$ cat config.mk
export PLATFORM = sky130hd
export DESIGN_NAME = pcpi_initiator_flat
export DESIGN_NICKNAME = d
export VERILOG_FILES = /design/src/rtl/pcpi_initiator_if.sv /design/src/rtl/pcpi_initiator.sv /design/src/flat_wrapper.sv
export SDC_FILE = /design/constraint.sdc
export NUM_CORES = 1
export LEC_CHECK = 0
export ABC_AREA = 0
export BUFFER_PORTS_ARGS = -buffer_cell sky130_fd_sc_hd__buf_2
export CAP_MARGIN = 0
export CORE_ASPECT_RATIO = 1.5
export CORE_UTILIZATION = 49
export CTS_BUF_LIST = sky130_fd_sc_hd__clkbuf_16
export DETAILED_ROUTE_END_ITERATION = 6
export PLACE_DENSITY_LB_ADDON = 0.25
export SLEW_MARGIN = 20
export SYNTH_ARGS = -nofsm -noshare
export SYNTH_HDL_FRONTEND = slang
export SYNTH_SLANG_ARGS = --single-unit
$ cat constraint.sdc
create_clock -name clk -period 2.55 [get_ports clk]
set_input_delay 0.51 -clock clk [delete_from_list [all_inputs] [get_ports clk]]
set_output_delay 0.51 -clock clk [all_outputs]
set_load 0.01 [all_outputs]
$ cat src/rtl/pcpi_initiator_if.sv
// Issue-side, coprocessor-side and response-side signals of the PCPI initiator.
// master = initiator, slave = issuing stage, coprocessor and consumer.
interface pcpi_initiator_if;
  logic        req_valid;
  logic        req_ready;
  logic [31:0] req_insn;
  logic [31:0] req_rs1;
  logic [31:0] req_rs2;
  logic        pcpi_valid;
  logic [31:0] pcpi_insn;
  logic [31:0] pcpi_rs1;
  logic [31:0] pcpi_rs2;
  logic        pcpi_ready;
  logic        pcpi_wr;
  logic [31:0] pcpi_rd;
  logic        pcpi_busy;
  logic        rsp_valid;
  logic        rsp_ready;
  logic [31:0] rsp_data;
  logic        rsp_wr;
  logic        rsp_timeout;
  logic        err_spurious;

  modport master (
    input  req_valid, req_insn, req_rs1, req_rs2,
    input  pcpi_ready, pcpi_wr, pcpi_rd, pcpi_busy,
    input  rsp_ready,
    output req_ready,
    output pcpi_valid, pcpi_insn, pcpi_rs1, pcpi_rs2,
    output rsp_valid, rsp_data, rsp_wr, rsp_timeout,
    output err_spurious
  );

  modport slave (
    output req_valid, req_insn, req_rs1, req_rs2,
    output pcpi_ready, pcpi_wr, pcpi_rd, pcpi_busy,
    output rsp_ready,
    input  req_ready,
    input  pcpi_valid, pcpi_insn, pcpi_rs1, pcpi_rs2,
    input  rsp_valid, rsp_data, rsp_wr, rsp_timeout,
    input  err_spurious
  );
endinterface

$ cat src/rtl/pcpi_initiator.sv
// Single-outstanding PCPI request issuer with busy-aware timeout
// and a held completion record.
module pcpi_initiator #(
  parameter int unsigned TIMEOUT_CYCLES = 16
) (
  input  logic             clk,
  input  logic             resetn,
  pcpi_initiator_if.master bus
);

  localparam int CW = $clog2(TIMEOUT_CYCLES) + 1;
  localparam logic [CW-1:0] TO_LIM = CW'(TIMEOUT_CYCLES);

  typedef enum logic [1:0] {
    IDLE,
    ISSUE,
    RESP
  } state_e;

  typedef struct packed {
    logic [31:0] insn;
    logic [31:0] rs1;
    logic [31:0] rs2;
  } req_t;

  typedef struct packed {
    logic [31:0] data;
    logic        wr;
    logic        timeout;
  } rsp_t;

  state_e        state_q, state_d;
  logic [CW-1:0] cnt_q, cnt_d;
  req_t          req_q, req_d;
  rsp_t          rsp_q, rsp_d;
  logic          spur_q, spur_d;
  logic [CW-1:0] cnt_inc;

  assign cnt_inc = cnt_q + CW'(1);

  always_ff @(posedge clk or negedge resetn) begin
    if (!resetn) begin
      state_q <= IDLE;
      cnt_q   <= '0;
      req_q   <= '0;
      rsp_q   <= '0;
      spur_q  <= 1'b0;
    end else begin
      state_q <= state_d;
      cnt_q   <= cnt_d;
      req_q   <= req_d;
      rsp_q   <= rsp_d;
      spur_q  <= spur_d;
    end
  end

  always_comb begin
    state_d = state_q;
    cnt_d   = cnt_q;
    req_d   = req_q;
    rsp_d   = rsp_q;
    // a completion strobe outside ISSUE has no target
    spur_d  = spur_q | (bus.pcpi_ready & (state_q != ISSUE));
    unique case (state_q)
      IDLE: begin
        if (bus.req_valid) begin
          req_d   = '{insn: bus.req_insn,
                      rs1:  bus.req_rs1,
                      rs2:  bus.req_rs2};
          cnt_d   = '0;
          state_d = ISSUE;
        end
      end
      ISSUE: begin
        if (bus.pcpi_ready) begin
          rsp_d   = '{data:    bus.pcpi_rd,
                      wr:      bus.pcpi_wr,
                      timeout: 1'b0};
          state_d = RESP;
        end else if (bus.pcpi_busy) begin
          cnt_d = '0;
        end else if (cnt_inc == TO_LIM) begin
          rsp_d   = '{data: '0, wr: 1'b0, timeout: 1'b1};
          cnt_d   = cnt_inc;
          state_d = RESP;
        end else begin
          cnt_d = cnt_inc;
        end
      end
      RESP: begin
        if (bus.rsp_ready) begin
          state_d = IDLE;
        end
      end
      default: begin
        state_d = IDLE;
      end
    endcase
  end

  assign bus.req_ready    = (state_q == IDLE);
  assign bus.pcpi_valid   = (state_q == ISSUE);
  assign bus.pcpi_insn    = req_q.insn;
  assign bus.pcpi_rs1     = req_q.rs1;
  assign bus.pcpi_rs2     = req_q.rs2;
  assign bus.rsp_valid    = (state_q == RESP);
  assign bus.rsp_data     = rsp_q.data;
  assign bus.rsp_wr       = rsp_q.wr;
  assign bus.rsp_timeout  = rsp_q.timeout;
  assign bus.err_spurious = spur_q;

endmodule
$ cat src/flat_wrapper.sv
// flat-port wrapper written by rule: the top's interface ports become plain ports
module pcpi_initiator_flat 
#(
  parameter int unsigned TIMEOUT_CYCLES = 16
)
  (clk, resetn, bus_req_valid, bus_req_insn, bus_req_rs1, bus_req_rs2, bus_pcpi_ready, bus_pcpi_wr, bus_pcpi_rd, bus_pcpi_busy, bus_rsp_ready, bus_req_ready, bus_pcpi_valid, bus_pcpi_insn, bus_pcpi_rs1, bus_pcpi_rs2, bus_rsp_valid, bus_rsp_data, bus_rsp_wr, bus_rsp_timeout, bus_err_spurious);
  pcpi_initiator_if bus_i ();
  input  logic clk;
  input  logic resetn;
  input wire logic [$bits(bus_i.req_valid)-1:0] bus_req_valid;
  input wire logic [$bits(bus_i.req_insn)-1:0] bus_req_insn;
  input wire logic [$bits(bus_i.req_rs1)-1:0] bus_req_rs1;
  input wire logic [$bits(bus_i.req_rs2)-1:0] bus_req_rs2;
  input wire logic [$bits(bus_i.pcpi_ready)-1:0] bus_pcpi_ready;
  input wire logic [$bits(bus_i.pcpi_wr)-1:0] bus_pcpi_wr;
  input wire logic [$bits(bus_i.pcpi_rd)-1:0] bus_pcpi_rd;
  input wire logic [$bits(bus_i.pcpi_busy)-1:0] bus_pcpi_busy;
  input wire logic [$bits(bus_i.rsp_ready)-1:0] bus_rsp_ready;
  output wire logic [$bits(bus_i.req_ready)-1:0] bus_req_ready;
  output wire logic [$bits(bus_i.pcpi_valid)-1:0] bus_pcpi_valid;
  output wire logic [$bits(bus_i.pcpi_insn)-1:0] bus_pcpi_insn;
  output wire logic [$bits(bus_i.pcpi_rs1)-1:0] bus_pcpi_rs1;
  output wire logic [$bits(bus_i.pcpi_rs2)-1:0] bus_pcpi_rs2;
  output wire logic [$bits(bus_i.rsp_valid)-1:0] bus_rsp_valid;
  output wire logic [$bits(bus_i.rsp_data)-1:0] bus_rsp_data;
  output wire logic [$bits(bus_i.rsp_wr)-1:0] bus_rsp_wr;
  output wire logic [$bits(bus_i.rsp_timeout)-1:0] bus_rsp_timeout;
  output wire logic [$bits(bus_i.err_spurious)-1:0] bus_err_spurious;
  assign bus_i.req_valid = bus_req_valid;
  assign bus_i.req_insn = bus_req_insn;
  assign bus_i.req_rs1 = bus_req_rs1;
  assign bus_i.req_rs2 = bus_req_rs2;
  assign bus_i.pcpi_ready = bus_pcpi_ready;
  assign bus_i.pcpi_wr = bus_pcpi_wr;
  assign bus_i.pcpi_rd = bus_pcpi_rd;
  assign bus_i.pcpi_busy = bus_pcpi_busy;
  assign bus_i.rsp_ready = bus_rsp_ready;
  assign bus_req_ready = bus_i.req_ready;
  assign bus_pcpi_valid = bus_i.pcpi_valid;
  assign bus_pcpi_insn = bus_i.pcpi_insn;
  assign bus_pcpi_rs1 = bus_i.pcpi_rs1;
  assign bus_pcpi_rs2 = bus_i.pcpi_rs2;
  assign bus_rsp_valid = bus_i.rsp_valid;
  assign bus_rsp_data = bus_i.rsp_data;
  assign bus_rsp_wr = bus_i.rsp_wr;
  assign bus_rsp_timeout = bus_i.rsp_timeout;
  assign bus_err_spurious = bus_i.err_spurious;
  pcpi_initiator #(.TIMEOUT_CYCLES(TIMEOUT_CYCLES)) u_core (.clk(clk), .resetn(resetn), .bus(bus_i));
endmodule
==> flow_summary.ini <==
[critical_path]
cp_max_fo = 7
rr_worst_depth = 6
end_kind = primary output
worstSetupPathType = reg -> out
timing.rr.end = u_core.bus.rsp_data[3]$_DFFE_PN0P_
ff2ff_setup_slack_ns = 0.73
cp.required_ns = 2.04
arrival_ns = 1.43
worstReg2RegStart = u_core.cnt_q[0]$_DFFE_PN0P_
start_kind = register

[run]
drv_cap = 0

[global_routing]
grt_pass1_wl_mm = 19.6
grt_overflow_total = 0
grt_max_degree = 59
grt_use_total_pct = 23.5
grt_pass1_vias = 3905
grt_antenna_before_repair = 1

[synth]
synth_top_cell_area_share_pct = 65.9
synth_common_cells = dfrtp_1 (138), mux2_2 (97), a22o_1 (29)
synth_area_leaders = dfrtp_1 (66%), mux2_2 (21%), a22o_1 (4.9%)
synth_warnings = 0
yosys.area.top_type = dfrtp_1
synth_edf_count = 0
synthMostInstantiatedCell = dfrtp_1
yosys_most_used_dff = dfrtp_1
ys_async_sr_fraction_pct = 100
ys_seq_elements = 138
synth_cells = 326
synth_area_sq_um = 5240
synth.net_count = 462
ys_types = 28
avgSynthCellArea_sq_um = 16.1
ys_seq_area_share_pct = 65.9

[die]
fp.dieW_um = 86.4
io_pins = 269
die_h_um = 129
design.die.area_sq_um = 11100
num_rows = 45
core_region_area_sq_um = 10200
start_util_pct = 51.1

[min_path]
min_path_type = in -> async

[power_and_ir_drop]
p_per_area_nw_per_um2 = 1340
power.static_leakage_nw = 3.68
max-vdd-ir-drop_mv = 0.721
power_mw = 9.80

[run_status]
status = completed

[routing]
wire_per_inst_um = 16.7
finalWirelength_mm = 12.7
first_iter_violations = 87
drcViolationCount = 0
vias_per_cell = 5.02
drtAntennaViolNets = 0
vias = 3815
drt-pass1-iter-count = 4

[clock_network]
cts-hold-fix-buffers = 0
cts_tree = done
cts-buffers-inserted = 17
clkTransAtPathRegs_ns = 0.06
post_cts_resized = 0
cts_root_buf = clkbuf_16
clk_latency_ns = 0.40
cts.sinks = 138
htree_levels = 4
clock_path_buffers = 2
cts_setup_buffers = 0

[final_layout]
drive_gt1_share_pct = 67.2
fin_util_pct = 71.6
area_delta_synth_final_pct = 40.1
fin_nets = 741

[timing]
skew_ns = 0.00705
rsz0062_at_grt = false
setup-tns-final_ns = 0
worst_slew_pin_slew_ns = 0.488
finalHoldViolCount = 0
timing.hold.ws_ns = 0.0432
setup_ws_ns = 0.608
maxSlewViolCount = 0
fin_crit_sh_pct = 76.2
max_slew_margin_pct = 67.4
fmax_mhz = 515
fin_crit_ns = 1.94
setup_viol = 0

[placement]
io_buffers = 268
gp_congestion = 0.794
place_ws_ns = 0.744
dp_hpwl_mm = 9.49
## where the power goes
| group | internal, mW | switching [mW] | leakage [nW] |
|---|---|---|---|
| logic | 1.91 | 1.75 | 1.76 |
| registers | 3.26 | 0.549 | 1.65 |
| clock network | 1.44 | 0.903 | 0.273 |
| total | 6.60 | 3.20 | 3.68 |
## layout by cell type (no fill, tap or decap), types with 2 or more instances in the layout
master / n
o21ai_0: 5
clkinv_4: 2
a22o_2: 4
a22o_1: 29
nand2_1: 5
inv_6: 2
clkbuf_16: 17
nor3_1: 2
nand2b_1: 4
buf_12: 4
nor2_1: 3
clkinv_2: 3
a21o_1: 3
clkinvlp_4: 5
mux2_2: 97
dfrtp_1: 138
inv_1: 3
bufinv_16: 2
buf_2: 267
buf_4: 6
## kinds of logic (layout without fill, tap and decap cells)
logic type | after synthesis | in the layout | share of synthesized area (%)
adders and majority gates | 1 | 1 | 0.239
other | 0 | 1 | 0
DFF | 138 | 138 | 65.9
xor gates and xnor gates | 2 | 2 | 0.335
and+or+nand+nor | 19 | 19 | 1.82
AOI/OAI and AO/OA | 48 | 48 | 8.03
buffers and inverters | 21 | 313 | 2.77
muxes | 97 | 97 | 20.9
## routing by layer
metal / share of wire (%) / GRT usage, %
met5: 0 / 0
met2: 56 / 42.4
met1: 35 / 25.2
met3: 7.1 / 7.57
met4: 1.9 / 9.31
## through the flow
| stage | cells | area [sq um] |
|---|---|---|
| after global routing | 760 | 7340 |
| after detailed placement | 727 | 6760 |
| after floorplan | 326 | 5240 |
| after CTS | 759 | 7330 |
| final | 760 | 7340 |
| after global placement | 727 | 6760 |
## worst max-delay path by stage
| stage | depth (start not counted) | startpoint | end | slack, ns |
|---|---|---|---|---|
| after floorplan | 6 | u_core.state_q[0]$_DFFE_PN0P_ | u_core.bus.pcpi_insn[18]$_DFFE_PN0P_ | 0.94 |
| after global placement | 4 | bus_req_valid | u_core.bus.pcpi_rs1[9]$_DFFE_PN0P_ | 0.80 |
| after detailed placement | 6 | u_core.cnt_q[0]$_DFFE_PN0P_ | u_core.bus.rsp_data[3]$_DFFE_PN0P_ | 0.74 |
| after CTS | 3 | u_core.state_q[1]$_DFFE_PN0P_ | bus_pcpi_valid | 0.60 |
| after global routing | 3 | u_core.state_q[1]$_DFFE_PN0P_ | bus_pcpi_valid | 0.52 |
| final | 3 | u_core.state_q[1]$_DFFE_PN0P_ | bus_pcpi_valid | 0.61 |
## layout make-up
| cell class | count | area [sq um] |
|---|---|---|
| diodes | 1 | 2.50 |
| clock buffers | 17 | 425 |
| clock inverters | 15 | 151 |
| fillers | 724 | 2910 |
| inverters | 3 | 11.3 |
| multi-input cells | 167 | 1640 |
| flip-flops and latches | 138 | 3450 |
| well taps | 141 | 176 |
| repair buffers | 278 | 1470 |
## worst max-delay path, stage by stage (launching register included)
cell and delay (ns):
dfrtp_1 0.42, nand2b_1 0.29, inv_2 0.16, buf_2 0.15
## state kept, by name, summed over array words and instances (netlist names)
signal,flops
u_core.bus.pcpi_insn,32
u_core.bus.pcpi_rs1,32
u_core.bus.rsp_data,32
u_core.bus.rsp_timeout,1
u_core.cnt_q,5
u_core.bus.err_spurious,1
u_core.bus.pcpi_rs2,32
u_core.state_q,2
u_core.bus.rsp_wr,1
No activity file was read; power rests on OpenSTA's default activity.
